File: config.mk
export PLATFORM = sky130hd
export DESIGN_NAME = universal_shift_register
export DESIGN_NICKNAME = d
export VERILOG_FILES = /design/src/rtl/shift_pkg.sv /design/src/rtl/mod_counter.sv /design/src/rtl/universal_shift_register.sv
export SDC_FILE = /design/constraint.sdc
export NUM_CORES = 1
export LEC_CHECK = 0
export BUFFER_PORTS_ARGS = -buffer_cell sky130_fd_sc_hd__buf_2
export CORE_UTILIZATION = 53
export CTS_CLUSTER_DIAMETER = 100
export CTS_CLUSTER_SIZE = 10
export DETAILED_ROUTE_END_ITERATION = 7
export GPL_TIMING_DRIVEN = 1
export HOLD_SLACK_MARGIN = 0.15
export PLACE_DENSITY = 0.82
export SETUP_SLACK_MARGIN = 0.1
export SYNTH_ARGS = -nofsm -noshare
export SYNTH_HDL_FRONTEND = slang
export SYNTH_SLANG_ARGS = --single-unit
File: constraint.sdc
create_clock -name clk -period 2.1 [get_ports clk]
set_clock_uncertainty 0.2 [all_clocks]
set_input_delay 0.42 -clock clk [delete_from_list [all_inputs] [get_ports clk]]
set_output_delay 0.42 -clock clk [all_outputs]
set_load 0.02 [all_outputs]
File: src/rtl/shift_pkg.sv
// Shared definitions for the shift-register family: mode encoding and sizing helpers.
package shift_pkg;

  typedef logic [2:0] mode_t;

  localparam mode_t MODE_HOLD = 3'b000;
  localparam mode_t MODE_SHR  = 3'b001;
  localparam mode_t MODE_SHL  = 3'b010;
  localparam mode_t MODE_ROR  = 3'b011;
  localparam mode_t MODE_ROL  = 3'b100;
  localparam mode_t MODE_LOAD = 3'b101;
  localparam mode_t MODE_CLR  = 3'b110;
  localparam mode_t MODE_ASR  = 3'b111;

  // Modes that move data by one lane and therefore advance the word counter.
  function automatic logic is_shift(input mode_t m);
    return (m == MODE_SHR) || (m == MODE_SHL) || (m == MODE_ROR) ||
           (m == MODE_ROL) || (m == MODE_ASR);
  endfunction

  // Counter width for a modulus of m; a modulus of one still needs one bit.
  function automatic int unsigned cnt_width(input int unsigned m);
    return (m > 1) ? $clog2(m) : 1;
  endfunction

endpackage

File: src/rtl/mod_counter.sv
// Modulo-M event counter with a registered one-cycle wrap pulse.
module mod_counter
  import shift_pkg::*;
#(
  parameter  int unsigned M  = 8,
  localparam int unsigned CW = cnt_width(M)
) (
  input  logic          clk,
  input  logic          reset_n,
  input  logic          inc,
  input  logic          clr,
  output logic [CW-1:0] count,
  output logic          wrap
);

  logic [CW-1:0] r_count;
  logic          r_wrap;
  logic [CW-1:0] w_count_next;
  logic          w_wrap_next;
  logic          w_at_last;

  assign w_at_last = (r_count == CW'(M - 1));

  // clr dominates inc; the wrap pulse is cleared on any cycle without a wrapping inc.
  always_comb begin
    w_count_next = r_count;
    w_wrap_next  = 1'b0;
    if (clr) begin
      w_count_next = '0;
    end else if (inc) begin
      w_wrap_next  = w_at_last;
      w_count_next = w_at_last ? '0 : r_count + CW'(1);
    end
  end

  always_ff @(posedge clk or negedge reset_n) begin
    if (!reset_n) begin
      r_count <= '0;
      r_wrap  <= 1'b0;
    end else begin
      r_count <= w_count_next;
      r_wrap  <= w_wrap_next;
    end
  end

  assign count = r_count;
  assign wrap  = r_wrap;

endmodule

File: src/rtl/universal_shift_register.sv
// N-bit universal shift register with S-bit serial lanes and a word-complete counter.
module universal_shift_register
  import shift_pkg::*;
#(
  parameter  int unsigned N  = 8,
  parameter  int unsigned S  = 1,
  localparam int unsigned M  = N / S,
  localparam int unsigned CW = cnt_width(M)
) (
  input  logic          clk,
  input  logic          reset_n,
  input  logic          en,
  input  mode_t         mode,
  input  logic [S-1:0]  SI_R,
  input  logic [S-1:0]  SI_L,
  input  logic [N-1:0]  I,
  output logic [N-1:0]  Q,
  output logic [S-1:0]  SO_R,
  output logic [S-1:0]  SO_L,
  output logic [CW-1:0] cnt,
  output logic          word_done
);

  if ((N < 2) || (S < 1) || (S >= N) || ((N % S) != 0)) begin : g_param_check
    $error("universal_shift_register: need N >= 2, 1 <= S < N and N %% S == 0");
  end

  logic [N-1:0] r_q;
  logic [N-1:0] w_q_next;
  logic         w_inc;
  logic         w_clr;

  // Next data word; en=0 or HOLD leaves the register untouched.
  always_comb begin
    w_q_next = r_q;
    if (en) begin
      case (mode)
        MODE_SHR:  w_q_next = {SI_R, r_q[N-1:S]};
        MODE_SHL:  w_q_next = {r_q[N-S-1:0], SI_L};
        MODE_ROR:  w_q_next = {r_q[S-1:0], r_q[N-1:S]};
        MODE_ROL:  w_q_next = {r_q[N-S-1:0], r_q[N-1:N-S]};
        MODE_LOAD: w_q_next = I;
        MODE_CLR:  w_q_next = '0;
        MODE_ASR:  w_q_next = {{S{r_q[N-1]}}, r_q[N-1:S]};
        default:   w_q_next = r_q;
      endcase
    end
  end

  always_ff @(posedge clk or negedge reset_n) begin
    if (!reset_n) begin
      r_q <= '0;
    end else begin
      r_q <= w_q_next;
    end
  end

  // Load/clear restart the word; every enabled shift advances it regardless of direction.
  assign w_inc = en && is_shift(mode);
  assign w_clr = en && ((mode == MODE_LOAD) || (mode == MODE_CLR));

  mod_counter #(
    .M (M)
  ) u_mod_counter (
    .clk     (clk),
    .reset_n (reset_n),
    .inc     (w_inc),
    .clr     (w_clr),
    .count   (cnt),
    .wrap    (word_done)
  );

  assign Q    = r_q;
  assign SO_R = r_q[S-1:0];
  assign SO_L = r_q[N-1:N-S];

endmodule
==> metrics.cfg <==
[cts]
cts_buffers = 3
path_clk_slew_ns = 0.08
htreeDepth = 1
post-cts-setup-buffers = 0
clock_path_buffers = 2
ctsResizeCount = 0
cts_tree = yes
cts_root_buffer = clkbuf_4
cts.sinks = 12
insertion_delay_ns = 0.29

[synthesis]
yosys-mux-area-fraction = 0.05028
synthXorXnorAreaFrac = 0.01955
synth_area_leaders = dfrtp_1 (34%), a22oi_1 (5.0%), maj3_2 (5.0%), mux2_2 (5.0%), a32oi_1 (3.9%)
synthArstFlopShare = 1.000
synth_area_leader_cell = dfrtp_1
syn_area_per_cell_sq_um = 9.430
synth_most_common_cell = dfrtp_1
synth-main-ff-cell = dfrtp_1
synthSimpleGateAreaFrac = 0.1397
synth_top_area_share = 0.3352
synth_cell_types = 36
synth_fa_ha_area_frac = 0.07821
synth_compound_gate_area_share = 0.2863
synth_nets = 113
ys_warn_count = 0
synth_area_sq_um = 895.9
ys_seq_area_frac = 0.3352
synth_edf_count = 0
ys_ff_latch = 12
synth_commonest_cells = dfrtp_1 (12), a22oi_1 (6), nand2_1 (6), nor2_1 (6), buf_2 (5)
synth_top_family_by_area = compound AO/OA/AOI/OAI gates
synthCells = 95

[layout]
final_nets = 139
syn_to_final_growth_pct = 17.04
fin_cells = 136
final_layout_size_suffix_gt1_frac = 0.3750
diodes = 0

[detailed_routing]
postRouteAntennaNets = 0
wl_per_cell_um = 14.88
num_vias = 808
drcViolationCount = 0
first_iter_violations = 11
vias_per_cell = 5.941
routed_wirelength_um = 2023
drt_first_pass_iters = 3

[floorplan]
start_util = 0.5812
placementRows = 14
coreArea_sq_um = 1541
die_height_um = 43.12
pin_count = 30
die_x_um = 43.12
dieArea_sq_um = 1859

[flow_run]
maxCapViolations = 0

[place]
port_buffers = 29
place_ws_ns = 0.2053
gp_congestion = 0.7947
dp_hpwl_um = 1433
dp.cells = 131

[timing]
worst_slew_pin_slew_ns = 0.4741
hold_viol_final = 0
slew_headroom = 0.6839
setup_tns_ns = 0
rsz0062_at_grt = false
period_needed_ns = 1.613
final_max_slew_viol_count = 0
setup_slack_ns = 0.4868
fmaxAchievable_mhz = 619.9
finalSetupViolCount = 0
fin_crit_sh = 0.7682

[min_path]
hp-class = in2reg
holdPathEnd = Q[6]
hp-start = en
hold_depth = 2

[global_route]
grt_pass1_vias = 751
grt_pass1_wl_um = 3415
grt-ovfl-total = 0
track_usage = 0.2550
grt_max_degree = 27
antenna_found_initial = 0

[critical_path]
start_kind = input pin
rr_worst_depth = 4
cp.required_ns = 2.09
path_class = in2reg
r2r_start = Q[4]
critPathArrivalTime_ns = 1.61
crit_path_end_kind = flip-flop
cp_max_fo = 15
r2r_end = Q[5]
r2r_slack_ns = 0.59

[pwr]
vdd.ir_drop.worst_mv = 0.6814
p_per_area_nw_per_um2 = 821.3
p_leak_nw = 0.5007

[outcome]
status = finished clean

layout by cell type (no fill, tap or decap), drive strengths merged, types with 2 or more instances in the layout:
| master | n |
|---|---|
| buf | 30 |
| dfrtp | 12 |
| nor2 | 7 |
| a22oi | 6 |
| nand2 | 6 |
| nor2b | 5 |
| inv | 4 |
| maj3 | 4 |
| mux2 | 4 |
| a32oi | 4 |
| clkbuf | 4 |
| and3 | 3 |
| a21oi | 3 |
| o21ai | 3 |
| a22o | 3 |
| o31ai | 3 |
| a31oi | 2 |
| a21o | 2 |
| ha | 2 |
where the power goes:
| part | total, mW | internal [mW] | switching [mW] |
|---|---|---|---|
| clock | 0.188 | 0.106 | 0.0822 |
| combinational | 0.338 | 0.146 | 0.193 |
| sequential | 0.335 | 0.282 | 0.0531 |
how the worst max path moves through the flow:
| stage | startpoint | end | slack [ns] | depth (start not counted) |
|---|---|---|---|---|
| after floorplan | mode[1] | Q[5] | 0.53 | 4 |
| after global placement | mode[2] | Q[5] | 0.25 | 5 |
| after detailed placement | mode[2] | Q[4] | 0.21 | 5 |
| after CTS | mode[2] | Q[4] | 0.49 | 5 |
| after global routing | mode[2] | Q[4] | 0.41 | 5 |
| final | mode[2] | Q[5] | 0.49 | 5 |
metal layers:
metal,vias to the layer above,part of all wire,global-route usage,wire length [um]
met1,380,0.46,0.3298,923
met5,-,0,0,0
met4,0,0.020,0.1152,41
li1,400,-,-,-
met2,23,0.47,0.3851,952
met3,5,0.052,0.08085,105
timing repair:
action,in CTS,in global routing
setup endpoints to repair,0,0
hold endpoints to repair,12,0
hold buffers,1,0
through the flow:
stage | area (sq um) | utilization | power [mW] | hold slack [ns]
floorplan | 895.9 | - | 0.5775 | -0.07559
global placement | 1002 | 0.6502 | 0.6656 | 0.1112
detailed placement | 1002 | 0.6502 | 0.6762 | 0.1159
CTS | 1049 | 0.6802 | 0.8691 | 0.2810
global route | 1049 | 0.6802 | 0.9203 | 0.3018
finish | 1049 | 0.6802 | 0.8612 | 0.2924
cell type report:
type / instances / area [sq um]
Timing Repair Buffer: 31 / 162.7
Inverter: 4 / 15.01
Multi-Input combinational cell: 69 / 514.2
Fill cell: 134 / 493.0
Sequential cell: 12 / 300.3
Tap cell: 16 / 20.02
Clock buffer: 4 / 36.28
critical path, stage by stage:
cell	delay (ns)
buf_2	0.27
nor2b_2	0.32
a22oi_1	0.10
mux2_2	0.29
a32oi_1	0.20
cell families (layout without fill, tap and decap cells):
| logic type | after synthesis | after routing |
|---|---|---|
| AO/OA/AOI/OAI | 33 | 33 |
| XOR/XNOR | 2 | 2 |
| adder cells (fa/ha/maj) | 6 | 6 |
| buffers and inverters | 14 | 39 |
| flip-flops | 12 | 12 |
| multiplexers | 4 | 4 |
| AND/OR/NAND/NOR | 24 | 24 |
sequential cells by signal, indices dropped and copies added (netlist names):
| signal | count |
|---|---|
| Q | 8 |
| u_mod_counter.count | 3 |
| u_mod_counter.wrap | 1 |
(Power assumes the default switching activity.)
